--- src/rtl/regfile_wb_sequencer_if.sv ---
// Writeback, issue/decode and register-file write-port signals of the writeback sequencer.
// The slave side is the sequencer; the master side is the surrounding core (or a bench).
interface regfile_wb_sequencer_if #(
    parameter int DATA_W = 32,
    parameter int ADDR_W = 5
);
    logic              wb0_valid;
    logic [ADDR_W-1:0] wb0_rsd;
    logic [DATA_W-1:0] wb0_data;
    logic              wb0_ready;

    logic              wb1_valid;
    logic [ADDR_W-1:0] wb1_rsd;
    logic [DATA_W-1:0] wb1_data;
    logic              wb1_ready;

    logic              iss_valid;
    logic [ADDR_W-1:0] iss_rsd;
    logic [ADDR_W-1:0] rs1;
    logic [ADDR_W-1:0] rs2;
    logic              rs1_busy;
    logic              rs2_busy;

    logic [ADDR_W-1:0] rf_rsd;
    logic [DATA_W-1:0] rf_data;
    logic              rf_we;

    modport slave (
        input  wb0_valid, wb0_rsd, wb0_data,
        output wb0_ready,
        input  wb1_valid, wb1_rsd, wb1_data,
        output wb1_ready,
        input  iss_valid, iss_rsd, rs1, rs2,
        output rs1_busy, rs2_busy,
        output rf_rsd, rf_data, rf_we
    );

    modport master (
        output wb0_valid, wb0_rsd, wb0_data,
        input  wb0_ready,
        output wb1_valid, wb1_rsd, wb1_data,
        input  wb1_ready,
        output iss_valid, iss_rsd, rs1, rs2,
        input  rs1_busy, rs2_busy,
        input  rf_rsd, rf_data, rf_we
    );
endinterface

--- src/rtl/regfile_wb_sequencer.sv ---
// Round-robin writeback arbiter driving the register file's single write port with a
// setup-then-strobe sequence, plus a busy scoreboard for RAW-hazard stalls in decode.
module regfile_wb_sequencer #(
    parameter int DATA_W = 32,
    parameter int ADDR_W = 5
) (
    input  logic                   clk,
    input  logic                   clr,
    regfile_wb_sequencer_if.slave  bus
);
    localparam int NREG = 2 ** ADDR_W;

    typedef enum logic [1:0] {
        IDLE   = 2'd0,
        SETUP  = 2'd1,
        STROBE = 2'd2
    } state_t;

    state_t            state_q, state_d;
    logic              rr_ptr_q, rr_ptr_d;
    logic [NREG-1:0]   busy_q, busy_d;
    logic [ADDR_W-1:0] rf_rsd_q, rf_rsd_d;
    logic [DATA_W-1:0] rf_data_q, rf_data_d;
    logic              rf_we_q, rf_we_d;
    logic              grant0, grant1;

    // Grants only in IDLE; on contention rr_ptr picks the winner, so at most one is high.
    always_comb begin
        grant0 = 1'b0;
        grant1 = 1'b0;
        if (state_q == IDLE) begin
            grant0 = bus.wb0_valid && (!bus.wb1_valid || !rr_ptr_q);
            grant1 = bus.wb1_valid && (!bus.wb0_valid ||  rr_ptr_q);
        end
    end

    always_comb begin
        state_d   = state_q;
        rr_ptr_d  = rr_ptr_q;
        busy_d    = busy_q;
        rf_rsd_d  = rf_rsd_q;
        rf_data_d = rf_data_q;
        rf_we_d   = rf_we_q;

        case (state_q)
            IDLE: begin
                if (grant0) begin
                    rr_ptr_d = 1'b1;
                    if (bus.wb0_rsd != '0) begin
                        rf_rsd_d  = bus.wb0_rsd;
                        rf_data_d = bus.wb0_data;
                        state_d   = SETUP;
                    end
                end else if (grant1) begin
                    rr_ptr_d = 1'b0;
                    if (bus.wb1_rsd != '0) begin
                        rf_rsd_d  = bus.wb1_rsd;
                        rf_data_d = bus.wb1_data;
                        state_d   = SETUP;
                    end
                end
            end
            SETUP: begin
                rf_we_d = 1'b1;
                state_d = STROBE;
            end
            STROBE: begin
                rf_we_d          = 1'b0;
                busy_d[rf_rsd_q] = 1'b0;
                state_d          = IDLE;
            end
            default: begin
                rf_we_d = 1'b0;
                state_d = IDLE;
            end
        endcase

        // Applied after the STROBE clear so a same-edge issue keeps the bit set.
        if (bus.iss_valid && (bus.iss_rsd != '0)) begin
            busy_d[bus.iss_rsd] = 1'b1;
        end
        busy_d[0] = 1'b0;
    end

    always_ff @(posedge clk) begin
        if (clr) begin
            state_q   <= IDLE;
            rr_ptr_q  <= 1'b0;
            busy_q    <= '0;
            rf_rsd_q  <= '0;
            rf_data_q <= '0;
            rf_we_q   <= 1'b0;
        end else begin
            state_q   <= state_d;
            rr_ptr_q  <= rr_ptr_d;
            busy_q    <= busy_d;
            rf_rsd_q  <= rf_rsd_d;
            rf_data_q <= rf_data_d;
            rf_we_q   <= rf_we_d;
        end
    end

    assign bus.wb0_ready = grant0;
    assign bus.wb1_ready = grant1;
    assign bus.rs1_busy  = busy_q[bus.rs1];
    assign bus.rs2_busy  = busy_q[bus.rs2];
    assign bus.rf_rsd    = rf_rsd_q;
    assign bus.rf_data   = rf_data_q;
    assign bus.rf_we     = rf_we_q;
endmodule

--- src/flat_wrapper.sv ---
// flat-port wrapper written by rule: the top's interface ports become plain ports
module regfile_wb_sequencer_flat 
#(
    parameter int DATA_W = 32,
    parameter int ADDR_W = 5
)
  (clk, clr, bus_wb0_valid, bus_wb0_rsd, bus_wb0_data, bus_wb0_ready, bus_wb1_valid, bus_wb1_rsd, bus_wb1_data, bus_wb1_ready, bus_iss_valid, bus_iss_rsd, bus_rs1, bus_rs2, bus_rs1_busy, bus_rs2_busy, bus_rf_rsd, bus_rf_data, bus_rf_we);
  regfile_wb_sequencer_if #(.DATA_W(DATA_W), .ADDR_W(ADDR_W)) bus_i ();
  input  logic clk;
  input  logic clr;
  input wire logic [$bits(bus_i.wb0_valid)-1:0] bus_wb0_valid;
  input wire logic [$bits(bus_i.wb0_rsd)-1:0] bus_wb0_rsd;
  input wire logic [$bits(bus_i.wb0_data)-1:0] bus_wb0_data;
  output wire logic [$bits(bus_i.wb0_ready)-1:0] bus_wb0_ready;
  input wire logic [$bits(bus_i.wb1_valid)-1:0] bus_wb1_valid;
  input wire logic [$bits(bus_i.wb1_rsd)-1:0] bus_wb1_rsd;
  input wire logic [$bits(bus_i.wb1_data)-1:0] bus_wb1_data;
  output wire logic [$bits(bus_i.wb1_ready)-1:0] bus_wb1_ready;
  input wire logic [$bits(bus_i.iss_valid)-1:0] bus_iss_valid;
  input wire logic [$bits(bus_i.iss_rsd)-1:0] bus_iss_rsd;
  input wire logic [$bits(bus_i.rs1)-1:0] bus_rs1;
  input wire logic [$bits(bus_i.rs2)-1:0] bus_rs2;
  output wire logic [$bits(bus_i.rs1_busy)-1:0] bus_rs1_busy;
  output wire logic [$bits(bus_i.rs2_busy)-1:0] bus_rs2_busy;
  output wire logic [$bits(bus_i.rf_rsd)-1:0] bus_rf_rsd;
  output wire logic [$bits(bus_i.rf_data)-1:0] bus_rf_data;
  output wire logic [$bits(bus_i.rf_we)-1:0] bus_rf_we;
  assign bus_i.wb0_valid = bus_wb0_valid;
  assign bus_i.wb0_rsd = bus_wb0_rsd;
  assign bus_i.wb0_data = bus_wb0_data;
  assign bus_wb0_ready = bus_i.wb0_ready;
  assign bus_i.wb1_valid = bus_wb1_valid;
  assign bus_i.wb1_rsd = bus_wb1_rsd;
  assign bus_i.wb1_data = bus_wb1_data;
  assign bus_wb1_ready = bus_i.wb1_ready;
  assign bus_i.iss_valid = bus_iss_valid;
  assign bus_i.iss_rsd = bus_iss_rsd;
  assign bus_i.rs1 = bus_rs1;
  assign bus_i.rs2 = bus_rs2;
  assign bus_rs1_busy = bus_i.rs1_busy;
  assign bus_rs2_busy = bus_i.rs2_busy;
  assign bus_rf_rsd = bus_i.rf_rsd;
  assign bus_rf_data = bus_i.rf_data;
  assign bus_rf_we = bus_i.rf_we;
  regfile_wb_sequencer #(.DATA_W(DATA_W), .ADDR_W(ADDR_W)) u_core (.clk(clk), .clr(clr), .bus(bus_i));
endmodule
--- config.mk ---
export PLATFORM = sky130hd
export DESIGN_NAME = regfile_wb_sequencer_flat
export DESIGN_NICKNAME = d
export VERILOG_FILES = /design/src/rtl/regfile_wb_sequencer_if.sv /design/src/rtl/regfile_wb_sequencer.sv /design/src/flat_wrapper.sv
export SDC_FILE = /design/constraint.sdc
export NUM_CORES = 1
export LEC_CHECK = 0
export ABC_AREA = 1
export CAP_MARGIN = 5
export CORE_UTILIZATION = 50
export CTS_CLUSTER_SIZE = 24
export DETAILED_ROUTE_END_ITERATION = 7
export GPL_TIMING_DRIVEN = 0
export PLACE_DENSITY = 0.93
export SLEW_MARGIN = 40
export SYNTH_ARGS = -nofsm -noshare
export SYNTH_HDL_FRONTEND = slang
export SYNTH_SLANG_ARGS = --single-unit
--- constraint.sdc ---
create_clock -name clk -period 3.9 [get_ports clk]
set_input_delay 0.39 -clock clk [delete_from_list [all_inputs] [get_ports clk]]
set_output_delay 0.39 -clock clk [all_outputs]
set_load 0.02 [all_outputs]
==> results of run 1 <==
-- registers in the layout, indices dropped and copies added (netlist names) --
name and flops:
u_core.bus.rf_we 1, u_core.rr_ptr_q 1, u_core.busy_q 31, u_core.bus.rf_rsd 5
u_core.bus.rf_data 32, u_core.state_q 2
-- metal layers --
| layer | track usage (%) | part of all wire, % | up-vias | routed length (um) |
|---|---|---|---|---|
| li1 | - | - | 2425 | - |
| met1 | 36.8 | 37 | 2217 | 5130 |
| met2 | 59.0 | 49 | 275 | 6750 |
| met3 | 8.29 | 10 | 61 | 1410 |
| met4 | 18.2 | 3.7 | 0 | 515 |
| met5 | 0 | 0 | - | 0 |
-- final timing paths --
check,end,depth (start not counted),from,slack (ns)
worst min register to register,u_core.bus.rf_we$_SDFFE_PP0P_,2,u_core.bus.rf_we$_SDFFE_PP0P_,0.45
worst max register to register,u_core.busy_q[15]$_SDFF_PP0_,5,u_core.state_q[1]$_SDFFE_PP0P_,2.25
worst min-delay path,u_core.busy_q[16]$_SDFF_PP0_,2,clr,0.36
worst max-delay path,bus_rs2_busy,8,bus_rs2[2],1.37
-- through the flow --
step / hold WS, ns / worst slack, ns / area, sq um / cells / total power, mW
2_1_floorplan: 0.450 / 2.16 / 4080 / 670 / 1.25
3_3_place_gp: 0.435 / 1.40 / 5510 / 902 / 1.55
3_5_place_dp: 0.438 / 1.38 / 5520 / 902 / 1.57
4_1_cts: 0.368 / 1.38 / 5700 / 918 / 2.10
5_1_grt: 0.380 / 1.22 / 5710 / 918 / 2.21
6_report: 0.361 / 1.37 / 5710 / 918 / 2.11
-- cell type report --
| cell class | instances | share of cell area [%] |
|---|---|---|
| Clock buffer | 10 | 2.41 |
| Clock inverter | 6 | 0.745 |
| Timing Repair Buffer | 130 | 22.8 |
| Multi-Input combinational cell | 524 | 40.8 |
| Sequential cell | 72 | 25.3 |
| Tap cell | 102 | 2.24 |
| Inverter | 40 | 2.67 |
| Buffer | 34 | 3.07 |
-- worst max-delay path: cells and delay by family --
family,cells,cell delay [ns]
buffers and inverters,3,1.35
AND/OR/NAND/NOR,5,0.39
-- cells by family (layout without fill, tap and decap cells) --
family	count (synthesis)	count (layout)
AO/OA/AOI/OAI	71	71
flip-flops	72	72
buffers and inverters	74	220
AND/OR/NAND/NOR	453	453
-- report_power, final --
group | internal, mW | switching, mW | total, mW
Sequential | 0.800 | 0.0435 | 0.844
Clock | 0.249 | 0.300 | 0.549
Combinational | 0.322 | 0.399 | 0.721
-- synth_stat cells (3+ instances only) --
library cell  number  share of area [%]
inv_1             38                3.5
buf_6              4                1.1
nor3_1            13                1.6
clkbuf_1          13                1.2
dfxtp_1           72                 35
nand3b_1          32                5.9
nor2_1            78                7.2
nand3_1           69                8.5
o21ai_0           36                4.4
buf_2             14                1.7
nand2_1          257                 24
buf_1              3               0.28
a21oi_1           33                4.1
==> results.ini, run 1 <==
[clock_tree]
insertion_delay_ns = 0.36
cts_tree = yes
cts_sinks = 72
clk_pin_slew_worst_paths_ns = 0.09
ctsHtreeMaxLevel = 3
clockBufferDepth = 2
numCtsBuffers = 9
post_cts_buffers = 0
cts.repair.resized = 0
cts_root_buf = clkbuf_8
cts_hold_buffers = 0

[finish]
regArea_sq_um = 1440
layout_commonest_cell = nand2_1
area_growth_pct = 40.0
drive_gt1_share_pct = 5.51
fin_nets = 905
antenna_cells = 0
multiInputGateArea_sq_um = 2330
fill_cells = 610
most-common-layout-cells = nand2_1, clkdlybuf4s50_1, nor2_1, dfxtp_1, nand3_1
postLayoutCoreUtil_pct = 73.1

[global_routing]
grt-ovfl-total = 0
grt_max_degree = 14
grt_pass1_vias = 5068
grt.total_usage_pct = 33.5
grt_pass1_wl_um = 22600
antenna_found_initial = 0

[synth]
synth.area.mux_share_pct = 0
yosysUniqueCellTypes = 21
synth.avg_cell_area_sq_um = 6.09
synthCells = 670
synth_compound_area_share_pct = 8.81
synth_warnings = 0
synth_top_family_by_area = simple AND/OR/NAND/NOR gates
yosys_most_used_dff = dfxtp_1
synth_xor_area_share_pct = 0
synth_seq_cells = 72
async_reset_ff_share_pct = 0
synth-edff-count = 0
yosys.area_share.simple_pct = 47.8
syn_nets = 764
synth_area_sq_um = 4080
ys_seq_area_share_pct = 35.3
synth_adder_area_share_pct = 0

[placed_design]
hpwl_um = 10800
routabilityCongestion = 0.948
portBuffers = 130

[worst_setup_path]
crit_top_cell = nand2_1
end_kind = output pin
arrival_ns = 2.14
critPathKind = input pin to output pin
critPathSlowestCell = clkdlybuf4s50_1
critPathLaunchType = input pin
crit_fanout = 5
path_cells = clkdlybuf4s50_1 > inv_1 > nand3_1 > nand3_1 > nand2_1 > nand2_1 > nand2_1 > clkdlybuf4s50_1
slowest_delay_ns = 0.61
required_ns = 3.51

[drt]
drt_first_pass_iters = 5
drt_iter0_drc = 380
vias = 4978
wl_per_cell_um = 15.0
drtAntennaViolNets = 0
drc_errors = 0
wl_um = 13800
vias_per_cell = 5.42

[timing]
finalClockSkew_ns = 0.0126
setup_viol = 0
period_share_pct = 64.9
rsz0062_at_grt = false
setup_tns_ns = 0
relSlewSlack_pct = 58.9
fmax_ghz = 0.395
drv_slew = 0
worst_pin_slew_ns = 0.613
fin_crit_ns = 2.53
hold_viol_final = 0

[floorplanning]
core_sq_um = 7810
die_x_um = 92.3
start_util_pct = 52.2
dieArea_sq_um = 8520
die_h_um = 92.3
pin_count = 136
rows = 32

[status]
status = complete, no violations

[run]
maxCapViolCount = 0

[pwr]
ir_drop_mv = 0.273
p_per_area_nw_per_um2 = 370
p_leak_nw = 2.50

[hold_path]
hp-class = input pin to register

Note: power is estimated with default switching activity, not from simulation.
==> inputs of run 2 (changes only) <==
--- a/config.mk
+++ b/config.mk
@@ -7,11 +7,11 @@
 export LEC_CHECK = 0
 export ABC_AREA = 1
 export CAP_MARGIN = 5
-export CORE_UTILIZATION = 50
+export CORE_UTILIZATION = 42
 export CTS_CLUSTER_SIZE = 24
 export DETAILED_ROUTE_END_ITERATION = 7
 export GPL_TIMING_DRIVEN = 0
-export PLACE_DENSITY = 0.93
+export PLACE_DENSITY = 0.84
 export SLEW_MARGIN = 40
 export SYNTH_ARGS = -nofsm -noshare
 export SYNTH_HDL_FRONTEND = slang
==> constraint.sdc (replaced) <==
create_clock -name clk -period 2.13 [get_ports clk]
set_input_delay 0.213 -clock clk [delete_from_list [all_inputs] [get_ports clk]]
set_output_delay 0.213 -clock clk [all_outputs]
set_load 0.02 [all_outputs]
==> run 2 against run 1 <==
Effect of this change: setup slack worse by 1.3 ns; clock power is 120% higher; sequential power is 84% higher; combinational power is 83% higher; critical path type is now register to output pin.
==> results.ini, run 2 (synthesis results as in run 1) <==
[drt]
wl_um = 14200  ; +2.8%
vias = 4941  ; -0.74%
drtAntennaViolNets = 0  ; unchanged
drt_iter0_drc = 260  ; -32%
drc_errors = 0  ; unchanged
wl_per_cell_um = 15.0  ; about the same
drt_first_pass_iters = 6  ; +1
vias_per_cell = 5.23  ; -3.6%

[clock_tree]
cts_tree = yes
clk_pin_slew_worst_paths_ns = 0.08  ; about the same
cts_sinks = 72  ; unchanged
numCtsBuffers = 9  ; unchanged
cts_root_buf = clkbuf_8
ctsHtreeMaxLevel = 3  ; unchanged
clockBufferDepth = 2  ; unchanged
insertion_delay_ns = 0.35  ; about the same

[pwr]
p_per_area_nw_per_um2 = 700  ; +89%
ir_drop_mv = 0.336  ; +23%
power_mw = 4.06  ; +92%
p_leak_nw = 2.57  ; +2.8%

[placed_design]
routabilityCongestion = 0.878  ; -7.3%
portBuffers = 130  ; unchanged
hpwl_um = 11100  ; +3.1%
place_inst = 929  ; +3.0%

[floorplanning]
die_x_um = 101  ; +8.9%
start_util_pct = 43.7  ; -8.5 points
core_sq_um = 9330  ; +19%
dieArea_sq_um = 10100  ; +19%
die_h_um = 101  ; +8.9%
rows = 35  ; +9.4%
pin_count = 136  ; unchanged

[worst_setup_path]
ff2ff_setup_slack_ns = 0.52  ; -1.73 ns
critPathSlowestCell = clkdlybuf4s50_1
required_ns = 1.92  ; -1.59 ns
end_kind = output pin
path_cells = nor2_4 > inv_1 > nor2_2 > clkdlybuf4s50_1
critPathKind = register to output pin
slowest_delay_ns = 0.67  ; +0.06 ns
crit_fanout = 3  ; -2
arrival_ns = 1.80  ; -0.34 ns
critPathLaunchType = register

[finish]
fill_cells = 880  ; +44%
postLayoutCoreUtil_pct = 62.1  ; -11 points
most-common-layout-cells = nand2_1, clkdlybuf4s50_1, nor2_1, dfxtp_1, nand3_1
antenna_cells = 0  ; unchanged
instances_no_fill = 945  ; +2.9%
area_growth_pct = 42.1
drive_gt1_share_pct = 6.13  ; +0.61 points
fin_nets = 905  ; unchanged
layout_commonest_cell = nand2_1
largest_register_ffs = 32  ; unchanged

[global_routing]
grt-ovfl-total = 0  ; unchanged
grt_max_degree = 14  ; unchanged
antenna_found_initial = 0  ; unchanged
grt.total_usage_pct = 29.1  ; -4.3 points
grt_pass1_vias = 5062  ; -0.12%
grt_pass1_wl_um = 23200  ; +2.4%

[status]
status = complete, no violations

[timing]
fin_crit_ns = 2.01
whs_ns = 0.223  ; -0.138 ns
rsz0062_at_grt = false
setup_viol = 0  ; unchanged
fmax_ghz = 0.497
relSlewSlack_pct = 56.2  ; -2.7 points
drv_slew = 0  ; unchanged
worst_pin_slew_ns = 0.654  ; +0.0409 ns
hold_viol_final = 0  ; unchanged
finalClockSkew_ns = 0.0160  ; +0.00340 ns
period_share_pct = 94.5

[run]
maxCapViolCount = 0  ; unchanged

[hold_path]
hp-class = input pin to register

run 2: cell types whose count changed in the layout (fill, tap and decap cells not counted), sizes merged:
cell           change
clkinv             -1
dlymetal6s2s       +3
bufinv             +2
clkdlybuf4s50      -5
buf                -1
dlygate4sd2        +2
run 2: path summary, 6_finish.rpt:
kind	startpoint	endpoint	cells after the start
hold / removal	clr	u_core.busy_q[16]$_SDFF_PP0_	2
setup / recovery	u_core.state_q[1]$_SDFFE_PP0P_	bus_wb1_ready	4
setup reg to reg	u_core.rr_ptr_q$_SDFFE_PP0P_	u_core.bus.rf_data[22]$_SDFFE_PP0P_	8
hold reg to reg	u_core.bus.rf_we$_SDFFE_PP0P_	u_core.bus.rf_we$_SDFFE_PP0P_	2
run 2: layout make-up:
cell class                      instances  area (sq um)  share of cell area [%]
Multi-Input combinational cell        524          2330                    40.2
Sequential cell                        72          1440                    24.9
Timing Repair Buffer                  130          1310                    22.5
Buffer                                 34           185                    3.20
Tap cell                              129           161                    2.79
Inverter                               40           153                    2.63
Clock buffer                            9           124                    2.14
Clock inverter                          7          93.8                    1.62
run 2: timing repair:
action / 4_1_cts / 5_1_grt
gates cloned: 0 / 0
endpoints found under the setup margin: 3 / 2
setup buffers: 0 / 0
gates resized for setup: 7 / 6
hold buffers: 0 / 0
run 2: worst max-delay path, delay by kind of cell (launching register included):
kind	cells	cell delay [ns]
buffers and inverters	2	0.73
AND/OR/NAND/NOR	2	0.38
flip-flops	1	0.34
run 2: stage by stage:
stage,area (sq um),setup TNS (ns),setup slack [ns]
finish,5790,0,0.118
global route,5790,0,0.0617
CTS,5780,0,0.00453
detailed placement,5560,-0.0837,-0.0626
global placement,5540,-0.0587,-0.0429
floorplan,4080,0,0.678
run 2: power by group:
group / switching, mW / internal, mW
Sequential: 0.0812 / 1.47
Combinational: 0.731 / 0.588
Clock: 0.534 / 0.659
Total: 1.35 / 2.71
run 2: routing by layer:
layer | up-vias | track usage [%] | routed length [um]
met4 | 0 | 12.5 | 356
li1 | 2425 | - | -
met2 | 286 | 52.5 | 7000
met3 | 33 | 7.84 | 1360
met1 | 2197 | 32.2 | 5480
met5 | - | 0 | 0
==> inputs of run 3 (changes only) <==
==> constraint.sdc (replaced) <==
create_clock -name clk -period 2.13 [get_ports clk]
set_input_delay 0.5325 -clock clk [delete_from_list [all_inputs] [get_ports clk]]
set_output_delay 0.5325 -clock clk [all_outputs]
set_load 0.02 [all_outputs]
==> run 3 against run 2 <==
Effect of this change: first-iteration DRC count up 6.9%; die area unchanged; global-route usage is 0.29 points higher; clock skew is 0.0030 ns lower; sequential power barely moved; routed wire length grew 2.2%; core utilization grew 1.6 points; non-clock buffer count increased by 7.
==> results.ini, run 3 (synthesis results as in run 1) <==
[timing]
period_share_pct = 96.8  ; +2.4 points
setup_viol = 0  ; unchanged
fin_crit_ns = 2.06  ; +0.0502 ns
setup_tns_ns = 0  ; unchanged
finalClockSkew_ns = 0.0130  ; -0.00297 ns
relSlewSlack_pct = 57.1  ; +0.98 points
hold_viol_final = 0  ; unchanged
fmax_ghz = 0.485  ; -2.4%
drv_slew = 0  ; unchanged
worst_pin_slew_ns = 0.639  ; -0.0147 ns

[placed_design]
hpwl_um = 11100  ; unchanged
portBuffers = 130  ; unchanged
dpl-instance-area_sq_um = 5560  ; unchanged
place_inst = 929  ; unchanged
routabilityCongestion = 0.878  ; unchanged

[finish]
most-common-layout-cells = nand2_1, clkdlybuf4s50_1, nor2_1, dfxtp_1, nand3_1
fin_nets = 912  ; +0.77%
instances_no_fill = 952  ; +0.74%
drive_gt1_share_pct = 8.51  ; +2.4 points
largest_register_ffs = 32  ; unchanged
layout_commonest_cell = nand2_1
finish.instance_area_sq_um = 5940  ; +2.6%
antenna_cells = 0  ; unchanged
area_growth_pct = 45.8

[worst_setup_path]
ff2ff_setup_slack_ns = 0.41  ; -0.11 ns
critPathKind = input pin to output pin
end_kind = output pin
crit_path_end = bus_rs2_busy
regToRegEndpoint = u_core.bus.rf_data[24]$_SDFFE_PP0P_
required_ns = 1.60  ; -0.32 ns
arrival_ns = 1.53  ; -0.27 ns
crit_fanout = 8  ; +5
crit_start = bus_rs2[0]
rr_worst_depth = 11  ; +3
r2r_start = u_core.state_q[1]$_SDFFE_PP0P_
critPathLaunchType = input pin

[pwr]
p_int_mw = 2.74  ; +1.2%
p_leak_nw = 2.60  ; +1.0%
power_mw = 4.11  ; +1.2%
power_frac_clock_pct = 29.0  ; -0.4 points
comb_power_share_pct = 33.3  ; +0.8 points
net-switching-power_mw = 1.36  ; +1.4%
ir_drop_mv = 0.339  ; +1.1%
pwr-share-seq_pct = 37.7  ; -0.4 points
switching_share_pct = 33.2  ; +0.040 points
p_per_area_nw_per_um2 = 691  ; -1.3%

[drt]
drt_iter0_drc = 278  ; +6.9%
wl_per_cell_um = 15.2  ; +1.4%
vias = 4966  ; +0.51%
drtAntennaViolNets = 0  ; unchanged
vias_per_cell = 5.22  ; -0.23%
drt_first_pass_iters = 6  ; unchanged
drc_errors = 0  ; unchanged
wl_um = 14500  ; +2.2%

[floorplanning]
start_util_pct = 43.7  ; unchanged
dieArea_sq_um = 10100  ; unchanged
die_x_um = 101  ; unchanged
die_h_um = 101  ; unchanged
core_sq_um = 9330  ; unchanged
rows = 35  ; unchanged
pin_count = 136  ; unchanged

[global_routing]
grt_pass1_vias = 5089  ; +0.53%
grt_max_degree = 16  ; +2
grt-ovfl-total = 0  ; unchanged
antenna_found_initial = 0  ; unchanged
grt_pass1_wl_um = 23400  ; +0.86%
grt.total_usage_pct = 29.4  ; +0.29 points

[run]
maxCapViolCount = 0  ; unchanged

[clock_tree]
cts_root_buf = clkbuf_8
clockBufferDepth = 2  ; unchanged
cts_sinks = 72  ; unchanged
insertion_delay_ns = 0.35  ; about the same
clk_pin_slew_worst_paths_ns = 0.08  ; about the same
cts_tree = yes
numCtsBuffers = 9  ; unchanged
ctsHtreeMaxLevel = 3  ; unchanged

[hold_path]
hp-class = register to register

[status]
status = complete, no violations

-- run 3: cell count changes in the layout (fill, tap and decap cells not counted), moves of 3 or more --
cell	change
buf_4	+5
buf_6	+5
buf_8	+5
inv_1	-5
clkbuf_2	-3
dlymetal6s2s_1	-3
-- run 3: power groups by stage --
stage | Sequential, mW | Combinational [mW] | Clock, mW
floorplan | 1.69 | 0.598 | 0
finish | 1.55 | 1.37 | 1.19
global route | 1.56 | 1.50 | 1.25
global placement | 1.57 | 1.28 | 0
detailed placement | 1.57 | 1.30 | 0
CTS | 1.54 | 1.33 | 1.19
-- run 3: critical path, cell delays in order --
cell and delay, ns:
buf_6 0.12, inv_6 0.08, buf_4 0.13, nand2_1 0.05, nand3_1 0.07, nand3_1 0.10, nand2_1 0.09, nand2_1 0.05
nand2_1 0.06, nand2_1 0.05, nand2_1 0.08, buf_6 0.12
-- run 3: layout make-up --
cell class                 instances  area, sq um
multi-input combinational        524         2340
clock buffer                       9          124
inverter                          40          174
timing repair buffer             138         1370
fill                             864         3380
buffer                            33          238
sequential                        72         1440
clock inverter                     7         93.8
tap                              129          161
-- run 3: what timing repair did --
action | 4_1_cts | 5_1_grt
cloned | 0 | 1
buffers inserted | 2 | 5
pin swaps | 1 | 3
gates resized for setup | 40 | 29
hold buffers | 0 | 0
setup endpoints to repair | 4 | 19
-- run 3: stage by stage --
stage               setup slack (ns)  hold slack (ns)  util [%]
floorplan                      0.101            0.450         -
detailed placement            -0.702            0.440      59.6
global route                -0.00252            0.496      63.7
CTS                          0.00451            0.456      62.5
global placement              -0.682            0.433      59.4
finish                        0.0678            0.462      63.7
-- run 3: worst min path at each step --
stage	end	from	cells past startpoint	slack (ns)
floorplan	u_core.busy_q[2]$_SDFF_PP0_	u_core.busy_q[2]$_SDFF_PP0_	2	0.45
global placement	u_core.bus.rf_we$_SDFFE_PP0P_	u_core.bus.rf_we$_SDFFE_PP0P_	2	0.43
detailed placement	u_core.bus.rf_we$_SDFFE_PP0P_	u_core.bus.rf_we$_SDFFE_PP0P_	2	0.44
CTS	u_core.bus.rf_we$_SDFFE_PP0P_	u_core.bus.rf_we$_SDFFE_PP0P_	2	0.46
global route	u_core.busy_q[5]$_SDFF_PP0_	u_core.busy_q[5]$_SDFF_PP0_	2	0.50
finish	u_core.bus.rf_we$_SDFFE_PP0P_	u_core.bus.rf_we$_SDFFE_PP0P_	2	0.46
-- run 3: layer usage --
metal / GRT usage (%) / part of all wire [%] / up-vias
met1: 32.3 / 39 / 2253
met3: 7.98 / 8.7 / 35
met4: 12.7 / 2.7 / 0
met5: 0 / 0 / -
li1: - / - / 2439
met2: 53.2 / 50 / 239
